$ cat src/rtl/onehot_enc_pipe.sv
// Pipelined, flow-controlled one-hot to binary encoder with zero/multi-hot flags
// and a saturating error counter. Define ONEHOT_ENC_PRIORITY_EN for lowest-set-bit encoding.
module onehot_enc_pipe #(
  parameter int ONEHOT_WIDTH  = 16,
  parameter int BIN_WIDTH     = $clog2(ONEHOT_WIDTH),
  parameter int LATENCY       = 2,
  parameter int ERR_CNT_WIDTH = 8
) (
  input  logic                     clk,
  input  logic                     arst,
  input  logic [ONEHOT_WIDTH-1:0]  in_onehot,
  input  logic                     in_valid,
  output logic                     in_ready,
  output logic [BIN_WIDTH-1:0]     out_bin,
  output logic                     out_zero,
  output logic                     out_multi,
  output logic                     out_valid,
  input  logic                     out_ready,
  input  logic                     err_clr,
  output logic [ERR_CNT_WIDTH-1:0] err_count
);

  typedef struct packed {
    logic [BIN_WIDTH-1:0] bin;
    logic                 zero;
    logic                 multi;
  } payload_t;

  payload_t                      enc;
  logic     [LATENCY-1:0]        valid_q, valid_d, load, up_valid;
  payload_t [LATENCY-1:0]        data_q, data_d, up_data;
  logic     [ERR_CNT_WIDTH-1:0]  err_q, err_d;

  // NOTE: every variable written in a combinational block gets a default
  // first, so no path leaves it unassigned and no latch is inferred.
  always_comb begin : encode
    logic seen;
    enc  = '0;
    seen = 1'b0;
    for (int i = 0; i < ONEHOT_WIDTH; i++) begin
      if (in_onehot[i]) begin
        if (seen) enc.multi = 1'b1;
`ifdef ONEHOT_ENC_PRIORITY_EN
        if (!seen) enc.bin = BIN_WIDTH'(i);
`else
        enc.bin = enc.bin | BIN_WIDTH'(i);
`endif
        seen = 1'b1;
      end
    end
    enc.zero = !seen;
  end

  // A stage may load when it is empty or everything downstream of it moves.
  always_comb begin : flow
    logic ld;
    load              = '0;
    ld                = out_ready || !valid_q[LATENCY-1];
    load[LATENCY-1]   = ld;
    for (int k = LATENCY - 2; k >= 0; k--) begin
      ld      = ld || !valid_q[k];
      load[k] = ld;
    end
  end

  always_comb begin : upstream
    up_valid    = '0;
    up_data     = '0;
    up_valid[0] = in_valid;
    up_data[0]  = enc;
    for (int k = 1; k < LATENCY; k++) begin
      up_valid[k] = valid_q[k-1];
      up_data[k]  = data_q[k-1];
    end
  end

  // Payload only moves with a valid word, so idle cycles leave the outputs quiet.
  always_comb begin : advance
    valid_d = valid_q;
    data_d  = data_q;
    for (int k = 0; k < LATENCY; k++) begin
      if (load[k]) begin
        valid_d[k] = up_valid[k];
        if (up_valid[k]) data_d[k] = up_data[k];
      end
    end
  end

  always_comb begin : err_next
    err_d = err_q;
    if (err_clr) begin
      err_d = '0;
    end else if (in_valid && in_ready && (enc.zero || enc.multi) && (err_q != '1)) begin
      err_d = err_q + ERR_CNT_WIDTH'(1);
    end
  end

  // NOTE: sequential state uses non-blocking assignments so every register
  // samples its pre-edge inputs regardless of statement order. The payload
  // registers are reset as well because the outputs must read zero after reset.
  always_ff @(posedge clk or posedge arst) begin
    if (arst) begin
      valid_q <= '0;
      data_q  <= '0;
      err_q   <= '0;
    end else begin
      valid_q <= valid_d;
      data_q  <= data_d;
      err_q   <= err_d;
    end
  end

  assign in_ready  = load[0];
  assign out_valid = valid_q[LATENCY-1];
  assign out_bin   = data_q[LATENCY-1].bin;
  assign out_zero  = data_q[LATENCY-1].zero;
  assign out_multi = data_q[LATENCY-1].multi;
  assign err_count = err_q;

endmodule

$ cat config.mk
export PLATFORM = sky130hd
export DESIGN_NAME = onehot_enc_pipe
export DESIGN_NICKNAME = d
export VERILOG_FILES = /design/src/rtl/onehot_enc_pipe.sv
export SDC_FILE = /design/constraint.sdc
export NUM_CORES = 1
export LEC_CHECK = 0
export ABC_AREA = 1
export BUFFER_PORTS_ARGS = -buffer_cell sky130_fd_sc_hd__buf_4
export CORE_ASPECT_RATIO = 1.25
export CORE_MARGIN = 4
export CORE_UTILIZATION = 45
export DETAILED_ROUTE_END_ITERATION = 16
export PLACE_DENSITY_LB_ADDON = 0.25
export SETUP_SLACK_MARGIN = 0.5
export SLEW_MARGIN = 20
export SYNTH_ARGS = -nofsm -noshare
export SYNTH_HDL_FRONTEND = slang
export SYNTH_SLANG_ARGS = --single-unit
$ cat constraint.sdc
create_clock -name clk -period 2.9 [get_ports clk]
set_input_delay 0.435 -clock clk [delete_from_list [all_inputs] [get_ports clk]]
set_output_delay 0.435 -clock clk [all_outputs]
set_load 0.005 [all_outputs]
==> results.py <==
metrics = {
    "outcome": {
        "status": "complete, no violations",
    },
    "worst_setup_path": {
        "end_kind": "flop",
        "path_max_fanout": 9,
        "crit_type": "reg -> reg",
        "r2r_slack_ps": 1150,
        "critPathArrivalTime_ps": 1980,
        "r2r_start": "err_count[0]",
        "r2r_end": "err_count[6]",
        "critPathLaunchType": "flop",
        "required_ps": 3130,
        "r2r_cells": 8,
    },
    "final_layout": {
        "syn_to_final_growth_pct": 24.56,
        "final_net_count": 225,
        "layout-drive-gt1-share": 0.3267,
        "final_util": 0.5785,
        "fillers": 290,
        "antennaDiodeCount": 0,
        "fin_area_mm2": 0.001688,
        "layout.cells.non_filler": 238,
    },
    "drt": {
        "vias_per_cell": 5.055,
        "drt_iter0_drc": 13,
        "wl_mm": 3.009,
        "ant_nets": 0,
        "wl_per_cell_um": 12.64,
        "num_vias": 1203,
        "drc_errors": 0,
        "drt-pass1-iter-count": 4,
    },
    "placement": {
        "port_buffers": 36,
        "place_area_mm2": 0.001635,
        "pre_cts_ws_ps": 1033,
        "dp_cells": 234,
        "dpl.hpwl_mm": 2.396,
        "gp_routability_congestion": 0.8305,
    },
    "cts": {
        "htree_levels": 1,
        "post_cts_buffers": 0,
        "cts_sinks": 22,
        "cts-root-buf": "clkbuf_4",
        "hold_buffers": 0,
        "ctsResizeCount": 0,
        "cts_tree": "built",
        "clk_pin_slew_ps": 130,
        "tritoncts.num_buffers": 3,
        "cts.path.max_buffers": 2,
        "clock_latency_ps": 320,
    },
    "job": {
        "cap_violations": 0,
    },
    "yosys": {
        "synth_flop_cell": "dfrtp_1",
        "ys_types": 30,
        "synthArstFlopShare": 1.000,
        "yosys_warnings": 0,
        "syn_nets": 189,
        "synth_top_cell_by_area": "dfrtp_1",
        "synth_top_area_share": 0.4063,
        "synth-seq-area-share": 0.4063,
        "synth_seq_cells": 22,
        "synth_area_per_cell_um2": 8.114,
        "ys_top_cells_by_area": "dfrtp_1, nand2_1, nor2_1",
        "syn-instance-count": 167,
        "netlist_area_mm2": 0.001355,
        "yosys-top-cells-count": "nand2_1, nor2_1, dfrtp_1",
        "yosysMostFrequentCell": "nand2_1",
        "synth_edf_count": 0,
    },
    "global_routing": {
        "gr-total-overflow": 0,
        "grt_usage": 0.1645,
        "grt_pass1_vias": 1249,
        "grt_pass1_wl_mm": 5.244,
        "grt_max_degree": 23,
        "antenna_found_initial": 0,
    },
    "floorplanning": {
        "initial_core_util": 0.4644,
        "rows": 22,
        "ios": 37,
        "die_w_um": 57.08,
        "dieArea_mm2": 0.003959,
        "core-area_mm2": 0.002918,
        "die_h_um": 69.35,
    },
    "power_and_ir_drop": {
        "power.density_mw_per_mm2": 441.2,
        "vdd_drop_max_v": 0.0003476,
        "power.leakage_uw": 0.0007952,
    },
    "sta": {
        "tns_ps": 0,
        "period_share": 0.6040,
        "setup_viol": 0,
        "max_freq_ghz": 0.5709,
        "grt_setup_unrepaired": "no",
        "finalClockSkew_ps": 4.443,
        "hold_violations": 0,
        "drv_slew": 0,
        "max_slew_margin": 0.4404,
        "final.min_clock_period_ps": 1752,
        "fin_ws_ps": 1148,
        "worst_pin_slew_ps": 838.5,
    },
    "min_path": {
        "hold_class": "in -> async",
    },
}
cell type report:
type / instances / area (um^2) / area share
clock buffer: 3 / 22.52 / 0.01334
clock inverter: 1 / 30.03 / 0.01779
inverter: 16 / 65.06 / 0.03855
multi-input combinational: 124 / 704.4 / 0.4173
sequential: 22 / 550.5 / 0.3262
tap: 36 / 45.04 / 0.02669
timing repair buffer: 36 / 270.3 / 0.1601
metrics by stage:
step / power, uW / hold WS (ps)
2_1_floorplan: 437.7 / 424.2
3_3_place_gp: 504.1 / 468.0
3_5_place_dp: 510.5 / 475.1
4_1_cts: 753.6 / 294.2
5_1_grt: 789.1 / 325.1
6_report: 744.6 / 265.4
how the worst max path moves through the flow:
stage | start | end | slack, ps | cells past startpoint
2_1_floorplan | in_onehot[2] | err_count[2] | 1310 | 12
3_3_place_gp | in_onehot[2] | err_count[6] | 1080 | 13
3_5_place_dp | in_onehot[2] | err_count[4] | 1030 | 13
4_1_cts | err_count[0] | err_count[4] | 1140 | 8
5_1_grt | err_count[0] | err_count[4] | 1020 | 8
6_report | err_count[0] | err_count[6] | 1150 | 8
state kept, by name, summed over array words and instances (netlist names):
name,cells
err_count,8
out_multi,1
data_q,6
out_bin,4
out_zero,1
valid_q,2
placed cells by master (no fill, tap or decap), types with 10 or more instances in the layout:
| cell | Yosys | routed |
|---|---|---|
| buf_4 | 4 | 36 |
| dfrtp_1 | 22 | 22 |
| inv_1 | 14 | 14 |
| nand2_1 | 39 | 39 |
| nand2_2 | 10 | 10 |
| nand3_1 | 13 | 13 |
| nor2_1 | 23 | 23 |
routing by layer:
metal	GRT usage	vias to the layer above	part of all wire
met2	0.2935	27	0.53
met5	0	-	0
met3	0.02793	9	0.044
met4	0.08505	0	0.035
li1	-	606	-
met1	0.1809	561	0.39
critical path, stage by stage (launching register included):
cell     delay [ps]
dfrtp_1         440
ha_1            210
nand2_1         110
nor3_1          360
nand3_2         140
nand3_4         190
nand2_8         100
nand2_2          80
nand2_1          50
kinds of logic (layout without fill, tap and decap cells):
group                      Yosys count  in the layout  share of synthesized area
and+or+nand+nor                    104            104                     0.3980
muxes                                4              4                    0.03324
xor gates and xnor gates             5              5                    0.03232
buffers and inverters               21             56                    0.07386
adders and majority gates            1              1                   0.009232
AOI/OAI and AO/OA                   10             10                    0.04710
DFF                                 22             22                     0.4063
power breakdown:
group	switching (uW)	internal, uW
combinational	85.0	71.2
clock	104	140
sequential	16.3	328
total	205	539
(Power assumes the default switching activity.)
